File: config.mk
export PLATFORM = sky130hd
export DESIGN_NAME = mm_timer_slave
export DESIGN_NICKNAME = d
export VERILOG_FILES = /design/src/rtl/mm_timer_slave.sv
export SDC_FILE = /design/constraint.sdc
export NUM_CORES = 1
export LEC_CHECK = 0
export BUFFER_PORTS_ARGS = -buffer_cell sky130_fd_sc_hd__buf_2
export CAP_MARGIN = 15
export CORE_AREA = 4 4 89 108
export CTS_BUF_LIST = sky130_fd_sc_hd__clkbuf_4
export CTS_CLUSTER_DIAMETER = 200
export DETAILED_ROUTE_END_ITERATION = 8
export DIE_AREA = 0 0 93 112
export PLACE_DENSITY_LB_ADDON = 0.1
export SETUP_SLACK_MARGIN = 0.1
export SYNTH_ARGS = -nofsm -noshare
export SYNTH_HDL_FRONTEND = slang
export SYNTH_SLANG_ARGS = --single-unit
File: constraint.sdc
create_clock -name clk -period 3.7 [get_ports clk]
set_input_delay 0.37 -clock clk [delete_from_list [all_inputs] [get_ports clk]]
set_output_delay 0.37 -clock clk [all_outputs]
set_load 0.02 [all_outputs]
File: src/rtl/mm_timer_slave.sv
// Memory-mapped down-counting timer: CTRL/LOAD/COUNT/STATUS at word offsets 0..3.
// Optional prescaler in CTRL[8 +: PRESC_WIDTH] when TIMER_PRESCALER_EN is defined.
module mm_timer_slave #(
  parameter int DATA_WIDTH  = 32,
  parameter int PRESC_WIDTH = 8
) (
  input  logic                  clk,
  input  logic                  rst_n,
  input  logic [DATA_WIDTH-1:0] wd,
  input  logic [31:0]           address,
  input  logic                  we,
  output logic [DATA_WIDTH-1:0] rd,
  output logic                  o_expired
);

  typedef enum logic [1:0] {
    IDLE = 2'd0,
    RUN  = 2'd1,
    DONE = 2'd2
  } state_t;

  state_t state, nxt;

  logic [1:0]            off;
  logic                  wr_ctrl;
  logic                  wr_load;
  logic                  wr_stat;
  logic                  auto_rel;
  logic [DATA_WIDTH-1:0] load;
  logic [DATA_WIDTH-1:0] count;
  logic                  expired;
  logic                  presc_hit;
  logic                  tick;
  logic                  expire;
  logic                  reload;
  logic                  unused_addr;

  assign off         = address[3:2];
  assign unused_addr = ^{address[31:4], address[1:0]};
  assign wr_ctrl     = we && (off == 2'd0);
  assign wr_load     = we && (off == 2'd1);
  assign wr_stat     = we && (off == 2'd3);

`ifdef TIMER_PRESCALER_EN
  logic [PRESC_WIDTH-1:0] presc;
  logic [PRESC_WIDTH-1:0] pcnt;

  assign presc_hit = (pcnt >= presc);

  // prescaler restarts on a reload write and stays at 0 outside RUN
  always_ff @(posedge clk or negedge rst_n) begin
    if (!rst_n) begin
      pcnt <= '0;
    end else if (state != RUN || wr_load || presc_hit) begin
      pcnt <= '0;
    end else begin
      pcnt <= pcnt + 1'b1;
    end
  end

  always_ff @(posedge clk or negedge rst_n) begin
    if (!rst_n) begin
      presc <= '0;
    end else if (wr_ctrl) begin
      presc <= wd[8 +: PRESC_WIDTH];
    end
  end
`else
  assign presc_hit = 1'b1;
`endif

  always_ff @(posedge clk or negedge rst_n) begin
    if (!rst_n) begin
      state <= IDLE;
    end else begin
      state <= nxt;
    end
  end

  always_comb begin
    nxt = state;
    unique case (state)
      IDLE: begin
        if (wr_ctrl && wd[0]) nxt = RUN;
      end
      RUN: begin
        if (wr_ctrl && !wd[0]) nxt = IDLE;
        else if (expire && !reload) nxt = DONE;
      end
      DONE: begin
        if (wr_ctrl) nxt = wd[0] ? RUN : IDLE;
      end
      default: nxt = IDLE;
    endcase
  end

  // a LOAD write or a disabling CTRL write pre-empts the tick on that edge
  always_comb begin
    tick   = 1'b0;
    expire = 1'b0;
    reload = 1'b0;
    if (state == RUN && !wr_load &&
        !(wr_ctrl && !wd[0]) && presc_hit) begin
      tick = 1'b1;
      if (count == '0) begin
        expire = 1'b1;
        reload = auto_rel;
      end
    end
  end

  always_ff @(posedge clk or negedge rst_n) begin
    if (!rst_n) begin
      auto_rel <= 1'b0;
    end else if (wr_ctrl) begin
      auto_rel <= wd[1];
    end
  end

  always_ff @(posedge clk or negedge rst_n) begin
    if (!rst_n) begin
      load  <= '0;
      count <= '0;
    end else if (wr_load) begin
      load  <= wd;
      count <= wd;
    end else if (tick) begin
      if (count != '0) count <= count - 1'b1;
      else if (reload) count <= load;
    end
  end

  // a new expiry beats a same-edge W1C
  always_ff @(posedge clk or negedge rst_n) begin
    if (!rst_n) begin
      expired <= 1'b0;
    end else if (expire) begin
      expired <= 1'b1;
    end else if (wr_stat && wd[0]) begin
      expired <= 1'b0;
    end
  end

  always_comb begin
    rd = '0;
    unique case (off)
      2'd0: begin
        rd[0] = (state == RUN);
        rd[1] = auto_rel;
`ifdef TIMER_PRESCALER_EN
        rd[8 +: PRESC_WIDTH] = presc;
`endif
      end
      2'd1: rd = load;
      2'd2: rd = count;
      2'd3: rd[0] = expired;
      default: rd = '0;
    endcase
  end

  assign o_expired = expired;

endmodule

==> parameters.txt, run 1 <==
Parameter                              Value

Logic synthesis
  Avg Cell Area, Syn ... between 8 and 9 sq um
  Synthesized netlist cell count ... 546
  Cell taking the most area after synthesis ... sky130_fd_sc_hd__dfrtp_1
  Leading cell types by total area after synthesis ... sky130_fd_sc_hd__dfrtp_1 (38%), sky130_fd_sc_hd__nand2_1 (10%), sky130_fd_sc_hd__a22oi_1 (5.2%), sky130_fd_sc_hd__nor2b_1 (4.3%), sky130_fd_sc_hd__nor2_1 (3.8%)
  Post-synthesis instance area ... 4490 sq um
  Post-synthesis sequential element count ... 68
  Number of synthesized flops with an enable pin ... 0
  Top_reg_cell synth ... sky130_fd_sc_hd__dfrtp_1
  Post-synthesis async set-or-reset flop share ... 100%
  Number of nets produced by synthesis ... ~620
  Distinct cell type count of the synthesized netlist ... 60
  Fraction of synthesized cell area taken by the top area cell type ... 37.9%
  Part of the Yosys area used for sequential elements ... roughly 38%
  Yosys synthesis warning count ... 0

Detailed routing
  Wire length reported by the detailed router ... 13100 microns
  Count of TritonRoute iterations in the first routing pass ... 5
  Vias per std cell ... 6.06
  Number of DRC markers after the initial detailed-route iteration ... ~300
  Vias ... roughly 4.4k
  Remaining antenna violation count after routing ... 0
  Residual DRC count ... 0
  Wire length per cell after detailed routing ... 18.2 microns

Place
  Weighted congestion reported at the end of routability-driven placement ... around 0.96
  Detailed placer's ending HPWL ... 9060 microns
  Total placed instance area ... around 4900 sq um
  # placed instances ... roughly 700
  I/O Buffers ... 69

Clock network
  Number of buffers inserted by post-CTS setup repair ... 0
  Clock-pin transition on the worst setup and hold timing paths ... 0.12 ns
  Clock root buffer master ... sky130_fd_sc_hd__clkbuf_4
  Count of hold buffers inserted by post-cts repair ... 0
  TritonCTS Buffers ... 9
  Number of resized instances in the post-cts repair step ... 0
  Depth of the CTS H-tree ... 3
  Buffer levels on the longest clock path ... 2
  TritonCTS clock tree ... yes
  Clock Latency Late Sink ... 0.45 ns
  Sinks on the clock net ... 68

Run status
  Violations in the final reports ... hold timing
  Run status ... finished with violations

Worst setup path
  Crit-path max FO ... 30
  Critical Path End Type ... flop
  Crit-path slowest cell ... sky130_fd_sc_hd__nor4_1
  Category of the most critical setup path ... flop to flop
  Critical Path Source Type ... flop
  Launching instance or port of the critical path ... count[0]$_DFFE_PN0P_
  Startpoint of the worst-slack reg-to-reg timing path ... count[0]$_DFFE_PN0P_
  Required time reported for the critical path endpoint ... ~4 ns
  Critical Path AT ... between 3 and 4 ns
  Cells along the critical path ... inv_1 -> ha_1 -> or4b_1 -> nand4bb_1 -> nor4_1 -> o21ai_2 -> buf_4 -> a21oi_1 -> a211oi_1
  Maximum cell stage delay along the critical path ... 0.55 ns

GRT
  Global-route wire length before repair ... around 22000 microns
  Largest net degree at the start of global routing ... 37
  Antenna violations before repair ... 0
  Total congestion overflow ... 0
  Total GRT Usage ... about a quarter
  Via count of the first global-routing pass ... 4372

Timing
  Maximum operating frequency ... between 300 and 400 MHz
  Post-Route Hold Slack ... -0.00899 ns
  Portion of the clock cycle consumed by the worst path in the final layout ... 85.0%
  Tightest slew margin relative to the limit ... between 40% and 50%
  Unrepaired setup endpoints after global routing ... false
  Hold Vio Cnt, Final ... 30
  Transition time at the pin with the least slew margin ... about 0.87 ns
  Setup Viol. Count Final ... 0
  Accumulated negative setup slack ... 0 ns
  Clock period minus worst slack ... around 3.1 ns
  Worst Clk Skew ... approximately 0.016 ns
  Max Slew Vio Count ... 0

Die
  Effective utilization at floorplan ... between 50% and 60%
  Row count ... 37
  Std-Cell Core Area ... 8520 sq um
  Floorplan die area ... around 10000 sq um
  Width of the die ... about 93 microns
  Die span in y ... 112 microns
  I/O pin count ... 100

Layout
  Commonest cells after routing, fill and taps aside ... sky130_fd_sc_hd__nand2_1 (119), sky130_fd_sc_hd__buf_2 (69), sky130_fd_sc_hd__dfrtp_1 (68), sky130_fd_sc_hd__nor2_1 (45)
  Area added between synthesis and finish ... 12.3%
  Diodes inserted ... 0
  Layout cell share with drive strength beyond 1 ... between 10% and 20%
  Post-route cell area ... 5040 sq um
  Non-filler cells, final ... approximately 720
  Filler Cells Inserted ... between 800 and 900
  Leading cell type in the layout, fill and taps excluded ... sky130_fd_sc_hd__nand2_1
  Post-layout net count ... ~670

Pwr
  Power consumption ... approximately 2.8 mW
  Pwr Density ... 565 nW/um^2
  Largest vdd supply drop ... about 0.31 mV
  Leak pwr ... 2.27 nW

Hold path
  Kind of path behind the tightest hold check ... primary input to asynchronous set/reset pin

Flow run
  Max-cap violations ... 0
metal layers:
metal	global-route usage, %	part of all wire, %	wire length, microns	up-vias
met3	3.51	5.8	757	28
met4	12.1	2.7	360	0
met2	43.7	49	6450	168
met5	0	0	0	-
li1	-	-	-	2070
met1	33.5	42	5530	2093
area by class of cell:
cell class,instances,area (sq um),share of cell area [%]
well taps,117,146,2.91
clock inverters,6,103,2.04
inverters,6,22.5,0.447
repair buffers,79,420,8.35
clock buffers,10,75.1,1.49
flip-flops and latches,68,1700,33.8
multi-input cells,433,2570,51.0
where the power goes:
| group | switching [mW] | internal (mW) | leakage [nW] |
|---|---|---|---|
| Clock | 0.284 | 0.344 | 0.0955 |
| Combinational | 0.502 | 0.430 | 1.35 |
| Sequential | 0.341 | 0.944 | 0.821 |
| Total | 1.13 | 1.72 | 2.27 |
stage by stage:
| step | setup WS (ns) | utilization, % |
|---|---|---|
| after global routing | 0.372 | 59.1 |
| after detailed placement | 0.601 | 57.1 |
| after global placement | 0.707 | 57.1 |
| final | 0.556 | 59.1 |
| after floorplan | 1.19 | - |
| after CTS | 0.593 | 59.1 |
cells in the mapped netlist (all sizes together) (2+ instances only):
master and n:
nand2 119, dfrtp 68, nor2 45, a22oi 31
nor2b 31, clkbuf 27, o21ai 23, nor4 19
nand3 16, a31oi 12, buf 12, nor3 12
o211ai 12, a211o 8, a21oi 8, ha 8
xnor2 8, a211oi 7, inv 6, o21a 5
or3 5, a22o 4, and2 4, mux2i 4
nand4 4, nor3b 3, o22a 3, o31ai 3
o41ai 3, or4 3, or4b 3, xor2 3
a21o 2, a222oi 2, and3 2, nand2b 2
nand3b 2, o22ai 2, o2bb2ai 2, or2 2
kinds of logic after synthesis:
family | synth area share (%)
compound gates | 21.4
xor+xnor | 2.15
fa+ha+maj | 2.23
buf+inv | 4.91
flops | 37.9
mux | 1.14
simple gates | 30.3
state kept, by name (all words and copies together) (netlist names):
signal	count
auto_rel	1
count	32
state	2
load	32
o_expired	1
path summary, 6_finish.rpt:
path / cells after the start / end / slack, ns
setup reg to reg: 9 / count[30]$_DFFE_PN0P_ / 0.56
hold reg to reg: 1 / state[0]$_DFFE_PN0P_ / 0.51
min in group clk: 3 / load[22]$_DFFE_PN0P_ / 0.12
hold / removal: 1 / load[17]$_DFFE_PN0P_ / -0.009
max in group asynchronous: 2 / count[13]$_DFFE_PN0P_ / 2.74
setup / recovery: 9 / count[30]$_DFFE_PN0P_ / 0.56
critical path, delay by kind of cell, from the launching register on:
kind | cells | cell delay (ns)
simple gates | 3 | 1.36
compound gates | 3 | 0.53
flops | 1 | 0.49
buf+inv | 2 | 0.44
fa+ha+maj | 1 | 0.19
No activity file was read; power rests on OpenSTA's default activity.
==> run 2: changes to the inputs <==
--- a/config.mk
+++ b/config.mk
@@ -5,13 +5,14 @@
 export SDC_FILE = /design/constraint.sdc
 export NUM_CORES = 1
 export LEC_CHECK = 0
+export ABC_AREA = 1
 export BUFFER_PORTS_ARGS = -buffer_cell sky130_fd_sc_hd__buf_2
 export CAP_MARGIN = 15
-export CORE_AREA = 4 4 89 108
+export CORE_AREA = 4 4 94 113
 export CTS_BUF_LIST = sky130_fd_sc_hd__clkbuf_4
 export CTS_CLUSTER_DIAMETER = 200
 export DETAILED_ROUTE_END_ITERATION = 8
-export DIE_AREA = 0 0 93 112
+export DIE_AREA = 0 0 98 117
 export PLACE_DENSITY_LB_ADDON = 0.1
 export SETUP_SLACK_MARGIN = 0.1
 export SYNTH_ARGS = -nofsm -noshare
==> constraint.sdc (replaced) <==
create_clock -name clk -period 3.1 [get_ports clk]
set_input_delay 0.31 -clock clk [delete_from_list [all_inputs] [get_ports clk]]
set_output_delay 0.31 -clock clk [all_outputs]
set_load 0.02 [all_outputs]
==> run 2 against run 1 <==
  * The flow now finishes without violations
  * Clock skew down 0.0033 ns
  * Synthesized cell count up 40%
  * Design area up 7.2%
  * Area after synthesis up 9.8%
  * Clock power down 20%
  * Routed wire length up 1.7%
  * Cell count up 33%
  * Combinational power up 85%
  * Die area up 10%
  * Worst hold slack better by 0.080 ns
  * Global-route usage down 1.6 points
  * Largest cell class unchanged
  * Largest power group is now combinational cells
==> parameters.txt, run 2 <==
Parameter                              Value

Run status
  Run status ... finished, final reports clean

Logic synthesis
  Leading cell types by count after synthesis ... sky130_fd_sc_hd__nand2_1 (314), sky130_fd_sc_hd__nor2_1 (87), sky130_fd_sc_hd__inv_1 (80), sky130_fd_sc_hd__dfrtp_1 (68), sky130_fd_sc_hd__nand3_1 (42)
  Top_reg_cell synth ... sky130_fd_sc_hd__dfrtp_1
  Number of synthesized flops with an enable pin ... 0 (unchanged)
  Distinct cell type count of the synthesized netlist ... 33 (-45%)
  Most frequent cell after synthesis ... sky130_fd_sc_hd__nand2_1
  Fraction of synthesized cell area taken by the top area cell type ... 34.5% (-3.4 points)
  Cell taking the most area after synthesis ... sky130_fd_sc_hd__dfrtp_1
  Part of the Yosys area used for sequential elements ... 34.5% (-3.4 points)
  Leading cell types by total area after synthesis ... sky130_fd_sc_hd__dfrtp_1 (35%), sky130_fd_sc_hd__nand2_1 (24%), sky130_fd_sc_hd__nor2_1 (6.6%), sky130_fd_sc_hd__inv_1 (6.1%), sky130_fd_sc_hd__nand3_1 (4.3%)
  Yosys synthesis warning count ... 0 (unchanged)
  Post-synthesis async set-or-reset flop share ... 100% (unchanged)
  Post-synthesis instance area ... 4930 sq um (+9.8%)
  Number of nets produced by synthesis ... 842 (+36%)
  Synthesized netlist cell count ... 767 (+40%)
  Post-synthesis sequential element count ... 68 (unchanged)
  Avg Cell Area, Syn ... 6.42 sq um (-22%)

Layout
  Commonest cells after routing, fill and taps aside ... sky130_fd_sc_hd__nand2_1 (314), sky130_fd_sc_hd__nor2_1 (87), sky130_fd_sc_hd__inv_1 (80), sky130_fd_sc_hd__buf_2 (69), sky130_fd_sc_hd__dfrtp_1 (68)
  Post-layout net count ... 901 (+34%)
  Leading cell type in the layout, fill and taps excluded ... sky130_fd_sc_hd__nand2_1
  Layout cell share with drive strength beyond 1 ... 16.6% (-1.0 points)
  Area added between synthesis and finish ... 9.62%
  Largest registers ... count: 32 flops, load: 32 flops, state: 2 flops
  Non-filler cells, final ... 955 (+33%)

Clock network
  TritonCTS clock tree ... yes
  TritonCTS Buffers ... 9 (unchanged)
  Clock-pin transition on the worst setup and hold timing paths ... 0.12 ns (about the same)
  Depth of the CTS H-tree ... 3 (unchanged)
  Clock root buffer master ... sky130_fd_sc_hd__clkbuf_4
  Clock Latency Late Sink ... 0.45 ns (about the same)
  Buffer levels on the longest clock path ... 2 (unchanged)
  Number of resized instances in the post-cts repair step ... 0 (unchanged)
  Sinks on the clock net ... 68 (unchanged)

Flow run
  Max-cap violations ... 0 (unchanged)

Hold path
  Kind of path behind the tightest hold check ... primary input to flop
  Worst Hold Launch ... wd[26]
  Hold depth ... 3
  Terminating pin of the worst hold path ... load[26]$_DFFE_PN0P_

Worst setup path
  Category of the most critical setup path ... primary input to primary output
  Critical Path AT ... 1.94 ns (-1.53 ns)
  Critical Path Source Type ... primary input
  Top delay family on crit path ... buffers and inverters
  Crit-path slowest cell ... sky130_fd_sc_hd__inv_1
  Internal reg-to-reg setup slack ... 1.04 ns (+0.48 ns)
  Crit-path max FO ... 16 (-47%)
  Cells along the critical path ... buf_2 -> inv_1 -> ha_1 -> inv_1 -> buf_4 -> a21oi_1 -> buf_2
  Launching instance or port of the critical path ... address[2]
  Number of buffers and inverters on the critical path ... 5 (+3)
  Capturing point of the worst reg2reg path ... count[10]$_DFFE_PN0P_
  R2R cell count ... 13 (+4)
  Critical Path End Type ... primary output
  Required time reported for the critical path endpoint ... 2.79 ns (-1.24 ns)
  Startpoint of the worst-slack reg-to-reg timing path ... count[0]$_DFFE_PN0P_
  Maximum cell stage delay along the critical path ... 0.52 ns (-0.03 ns)

Timing
  Tightest slew margin relative to the limit ... 41.9% (+0.12 points)
  Worst Clk Skew ... 0.0130 ns (-0.00329 ns)
  Max Slew Vio Count ... 0 (unchanged)
  Clock period minus worst slack ... about 2.3 ns
  Portion of the clock cycle consumed by the worst path in the final layout ... 72.7%
  Accumulated negative setup slack ... 0 ns (unchanged)
  Transition time at the pin with the least slew margin ... 0.871 ns (-0.00178 ns)
  Hold Vio Cnt, Final ... 0 (-100%)
  Setup Viol. Count Final ... 0 (unchanged)
  Maximum operating frequency ... 444 MHz
  Unrepaired setup endpoints after global routing ... false

Detailed routing
  Number of DRC markers after the initial detailed-route iteration ... 304 (unchanged)
  Wire length reported by the detailed router ... 13300 microns (+1.7%)
  Vias ... 4932 (+13%)
  Residual DRC count ... 0 (unchanged)
  Remaining antenna violation count after routing ... 0 (unchanged)
  Wire length per cell after detailed routing ... 14.0 microns (-23%)
  Vias per std cell ... 5.16 (-15%)
  Count of TritonRoute iterations in the first routing pass ... 5 (unchanged)

Place
  Weighted congestion reported at the end of routability-driven placement ... 0.942 (-1.5%)
  I/O Buffers ... 69 (unchanged)
  # placed instances ... 937 (+33%)
  Detailed placer's ending HPWL ... 9270 microns (+2.3%)

Die
  Std-Cell Core Area ... 9520 sq um (+12%)
  Die span in y ... 117 microns (+4.5%)
  Effective utilization at floorplan ... 51.8% (-0.88 points)
  Row count ... 39 (+5.4%)
  I/O pin count ... 100 (unchanged)
  Width of the die ... 98 microns (+5.4%)
  Floorplan die area ... 11500 sq um (+10%)

GRT
  Grt met3 use ... 3.79% (+0.28 points)
  Total GRT Usage ... 24.6% (-1.6 points)
  Met2 capacity usage during global routing ... 45.1% (+1.4 points)
  Largest net degree at the start of global routing ... 47 (+27%)
  Met1 layer usage reported by global route ... 29.5% (-4.0 points)
  Antenna violations before repair ... 1 (+1)
  Global-route wire length before repair ... 22800 microns (+5.1%)
  Total congestion overflow ... 0 (unchanged)
  Via count of the first global-routing pass ... 4884 (+12%)
  Busiest grt layer ... met2

Pwr
  Largest vdd supply drop ... 0.317 mV (+1.6%)
  Power consumption ... 3.72 mW (+31%)
  Leak pwr ... 3.02 nW (+33%)
  Pwr Density ... 689 nW/um^2 (+22%)
-- run 2: cell count changes after synthesis, moves of 11 or more --
cell,delta
sky130_fd_sc_hd__a21oi_1,+32
sky130_fd_sc_hd__a21oi_2,+11
sky130_fd_sc_hd__a22oi_1,-31
sky130_fd_sc_hd__a31oi_1,-12
sky130_fd_sc_hd__clkbuf_1,-15
sky130_fd_sc_hd__inv_1,+74
sky130_fd_sc_hd__nand2_1,+195
sky130_fd_sc_hd__nand3_1,+26
sky130_fd_sc_hd__nor2_1,+42
sky130_fd_sc_hd__nor2_2,+21
sky130_fd_sc_hd__nor2b_1,-31
sky130_fd_sc_hd__nor4_1,-16
sky130_fd_sc_hd__o211ai_1,-12
-- run 2: how the worst max path moves through the flow --
stage,endpoint,slack [ns],cells after the start
after floorplan,rd[10],1.42,6
final,rd[14],0.85,7
after CTS,rd[14],0.84,7
after global placement,count[31]$_DFFE_PN0P_,0.91,11
after detailed placement,count[28]$_DFFE_PN0P_,0.83,11
after global routing,rd[9],0.73,7
-- run 2: per-layer routing --
metal | vias to the layer above | part of all wire [%]
li1 | 2480 | -
met1 | 2320 | 43
met2 | 116 | 51
met3 | 16 | 4.6
met4 | 0 | 1.4
met5 | - | 0
-- run 2: worst min-delay path: stages --
cell	delay, ns
sky130_fd_sc_hd__buf_2	0.07
sky130_fd_sc_hd__nand2_1	0.05
sky130_fd_sc_hd__nand2_1	0.06
-- run 2: logic make-up (layout without fill, tap and decap cells) --
kind of cell,Yosys count,count (layout),synth area share [%]
buf+inv,111,175,10.5
simple gates,487,487,41.7
flops,68,68,34.5
xor+xnor,8,8,1.42
compound gates,85,85,9.78
other cells,0,1,0
fa+ha+maj,8,8,2.03
-- run 2: metrics by stage --
stage                     hold slack, ns  util, %  setup WS, ns  area (sq um)
after floorplan                   0.0144        -          1.42          4930
after global placement             0.478     55.6         0.913          5290
after detailed placement           0.475     55.6         0.832          5290
after CTS                         0.0582     56.7         0.843          5400
after global routing              0.0715     56.8         0.735          5400
final                             0.0708     56.8         0.846          5400
-- run 2: what timing repair did --
| item | 4_1_cts | 5_1_grt |
|---|---|---|
| endpoints found under the hold margin | 26 | 0 |
| hold buffers | 1 | 0 |
| setup buffers | 0 | 0 |
-- run 2: area by class of cell --
| type | count | area (sq um) |
|---|---|---|
| fillers | 1026 | 4110 |
| diodes | 1 | 2.50 |
| multi-input cells | 588 | 2710 |
| well taps | 123 | 154 |
| flip-flops and latches | 68 | 1700 |
| clock inverters | 5 | 18.8 |
| clock buffers | 11 | 82.6 |
| inverters | 83 | 322 |
| repair buffers | 76 | 413 |
-- run 2: power by group --
part	switching (mW)	leakage (nW)	internal, mW
Clock	0.332	0.0585	0.170
Combinational	1.13	2.14	0.600
Sequential	0.339	0.818	1.15
==> run 3: changes to the inputs <==
==> constraint.sdc (replaced) <==
create_clock -name clk -period 2.2 [get_ports clk]
set_input_delay 0.22 -clock clk [delete_from_list [all_inputs] [get_ports clk]]
set_output_delay 0.22 -clock clk [all_outputs]
set_load 0.02 [all_outputs]
==> run 3 against run 2 <==
  * Global-route usage up 0.35 points
  * Register-to-register slack got worse by 0.73 ns
  * Die area did not move
  * Worst hold slack worse by 0.045 ns
  * Combinational power rose by 51%
  * Clock skew rose by 0.0017 ns
  * Via count is 2.6% higher
  * Clock power grew 87%
  * Core utilization grew 4.3 points
  * Cell count is 3.8% higher
  * Routed wire length increased by 1.1%
==> parameters.txt, run 3 (synthesized netlist as in run 2, its figures left out) <==
Parameter                              Value

Die
  Floorplan die area ... 11500 sq um (unchanged)
  Effective utilization at floorplan ... 51.8% (unchanged)
  Width of the die ... 98 microns (unchanged)
  Die span in y ... 117 microns (unchanged)
  Row count ... 39 (unchanged)
  Std-Cell Core Area ... 9520 sq um (unchanged)
  I/O pin count ... 100 (unchanged)

Detailed routing
  Wire length per cell after detailed routing ... 13.6 microns (-2.5%)
  Vias ... 5061 (+2.6%)
  Wire length reported by the detailed router ... 13500 microns (+1.1%)
  Residual DRC count ... 0 (unchanged)
  Remaining antenna violation count after routing ... 0 (unchanged)
  Number of DRC markers after the initial detailed-route iteration ... 262 (-14%)
  Vias per std cell ... 5.11 (-1.1%)
  Count of TritonRoute iterations in the first routing pass ... 5 (unchanged)

Timing
  Worst Clk Skew ... 0.0147 ns (+0.00174 ns)
  Unrepaired setup endpoints after global routing ... false
  Setup Viol. Count Final ... 0 (unchanged)
  Clock period minus worst slack ... roughly 1.9 ns
  Hold Vio Cnt, Final ... 0 (unchanged)
  Portion of the clock cycle consumed by the worst path in the final layout ... 86.0%
  Max Slew Vio Count ... 0 (unchanged)
  Accumulated negative setup slack ... 0 ns (unchanged)
  Tightest slew margin relative to the limit ... 73.4% (+32 points)
  Maximum operating frequency ... between 500 and 600 MHz
  Transition time at the pin with the least slew margin ... 0.398 ns (-0.473 ns)

Hold path
  Hold depth ... 3 (unchanged)
  Kind of path behind the tightest hold check ... primary input to flop

Pwr
  Leak pwr ... 3.21 nW (+6.4%)
  Pwr Density ... 972 nW/um^2 (+41%)
  Power consumption ... 5.65 mW (+52%)
  Largest vdd supply drop ... 0.603 mV (+90%)

Flow run
  Max-cap violations ... 0 (unchanged)

GRT
  Total GRT Usage ... 25.0% (+0.35 points)
  Global-route wire length before repair ... 23100 microns (+1.3%)
  Total congestion overflow ... 0 (unchanged)
  Antenna violations before repair ... 1 (unchanged)
  Largest net degree at the start of global routing ... 69 (+47%)
  Via count of the first global-routing pass ... 4990 (+2.2%)

Clock network
  Buffer levels on the longest clock path ... 2 (unchanged)
  Clock root buffer master ... sky130_fd_sc_hd__clkbuf_4
  Sinks on the clock net ... 68 (unchanged)
  TritonCTS Buffers ... 9 (unchanged)
  Depth of the CTS H-tree ... 3 (unchanged)
  Clock Latency Late Sink ... 0.45 ns (about the same)
  TritonCTS clock tree ... yes
  Clock-pin transition on the worst setup and hold timing paths ... 0.12 ns (about the same)

Worst setup path
  Critical Path End Type ... flop
  Category of the most critical setup path ... flop to flop
  Required time reported for the critical path endpoint ... 2.59 ns (-0.20 ns)
  Critical Path Source Type ... flop
  Crit-path max FO ... 6 (-10)
  R2R cell count ... 9 (-4)
  Critical Path AT ... 2.28 ns (+0.34 ns)

Place
  Weighted congestion reported at the end of routability-driven placement ... 0.949 (+0.72%)
  I/O Buffers ... 69 (unchanged)
  Detailed placer's ending HPWL ... 9650 microns (+4.1%)
  Total placed instance area ... 5380 sq um (+1.7%)

Layout
  Filler Cells Inserted ... 938 (-8.6%)
  Area added between synthesis and finish ... 18.0%
  Leading cell type in the layout, fill and taps excluded ... sky130_fd_sc_hd__nand2_1
  Combined flip-flop and latch cell area ... 1700 sq um (unchanged)
  Largest registers ... count: 32 flops, load: 32 flops, state: 2 flops
  Total area of multi-input combinational cells ... 2720 sq um (+0.32%)
  Post-layout net count ... 937 (+4.0%)
  Post-route cell area ... 5810 sq um (+7.6%)
  Post-Route Utilization ... 61.1% (+4.3 points)
  Commonest cells after routing, fill and taps aside ... sky130_fd_sc_hd__nand2_1 (314), sky130_fd_sc_hd__nor2_1 (87), sky130_fd_sc_hd__inv_1 (80), sky130_fd_sc_hd__buf_2 (69), sky130_fd_sc_hd__dfrtp_1 (68)
  Layout cell share with drive strength beyond 1 ... 17.5% (+0.93 points)

Run status
  Run status ... finished, final reports clean
run 3: report_power, final:
part | internal (mW) | leakage (nW) | switching (mW)
logic | 0.981 | 2.31 | 1.64
registers | 1.63 | 0.818 | 0.463
clock network | 0.446 | 0.0822 | 0.493
run 3: final timing paths:
check                      slack (ns)                 start                     to
setup / recovery                 0.31  count[2]$_DFFE_PN0P_  count[23]$_DFFE_PN0P_
hold / removal                   0.03                 wd[9]    load[9]$_DFFE_PN0P_
setup reg to reg                 0.31  count[2]$_DFFE_PN0P_  count[23]$_DFFE_PN0P_
hold reg to reg                  0.51  load[19]$_DFFE_PN0P_   load[19]$_DFFE_PN0P_
max in group asynchronous        1.57                 rst_n   load[30]$_DFFE_PN0P_
min in group asynchronous        0.32                 rst_n    load[6]$_DFFE_PN0P_
run 3: through the flow:
stage / instances / hold WS [ns] / setup WS [ns]
floorplan: 767 / -0.0756 / 0.553
global placement: 947 / 0.279 / 0.317
detailed placement: 947 / 0.278 / 0.242
CTS: 988 / 0.00919 / 0.260
global route: 991 / 0.00876 / 0.113
finish: 991 / 0.0255 / 0.308
run 3: worst max-delay path, stage by stage (launching register included):
cell and delay [ns]:
sky130_fd_sc_hd__dfrtp_1 0.46, sky130_fd_sc_hd__nor2_1 0.12, sky130_fd_sc_hd__nand2_1 0.14, sky130_fd_sc_hd__nor2_2 0.27, sky130_fd_sc_hd__nand2_1 0.26, sky130_fd_sc_hd__inv_1 0.19, sky130_fd_sc_hd__nand3_1 0.10, sky130_fd_sc_hd__nand3_1 0.11
sky130_fd_sc_hd__nand2_1 0.07, sky130_fd_sc_hd__a21oi_2 0.11
run 3: cell type report:
cell class              instances  share of cell area (%)
multi-input cells             588                    46.7
inverters                      83                    5.53
diodes                          1                  0.0430
clock inverters                 7                    1.40
well taps                     123                    2.65
flip-flops and latches         68                    29.3
clock buffers                   9                    1.16
repair buffers                112                    13.2
run 3: what timing repair did:
item / in CTS / in global routing
setup buffers: 0 / 2
hold buffers: 25 / 0
gates resized for setup: 0 / 1
endpoints found under the setup margin: 0 / 6
hold endpoints to repair: 92 / 0
run 3: routing by layer:
metal / GRT usage [%] / routed length, microns / vias up
li1: - / - / 2560
met4: 7.29 / 154 / 0
met3: 4.21 / 588 / 12
met5: 0 / 0 / -
met2: 45.5 / 6940 / 120
met1: 30.4 / 5800 / 2369
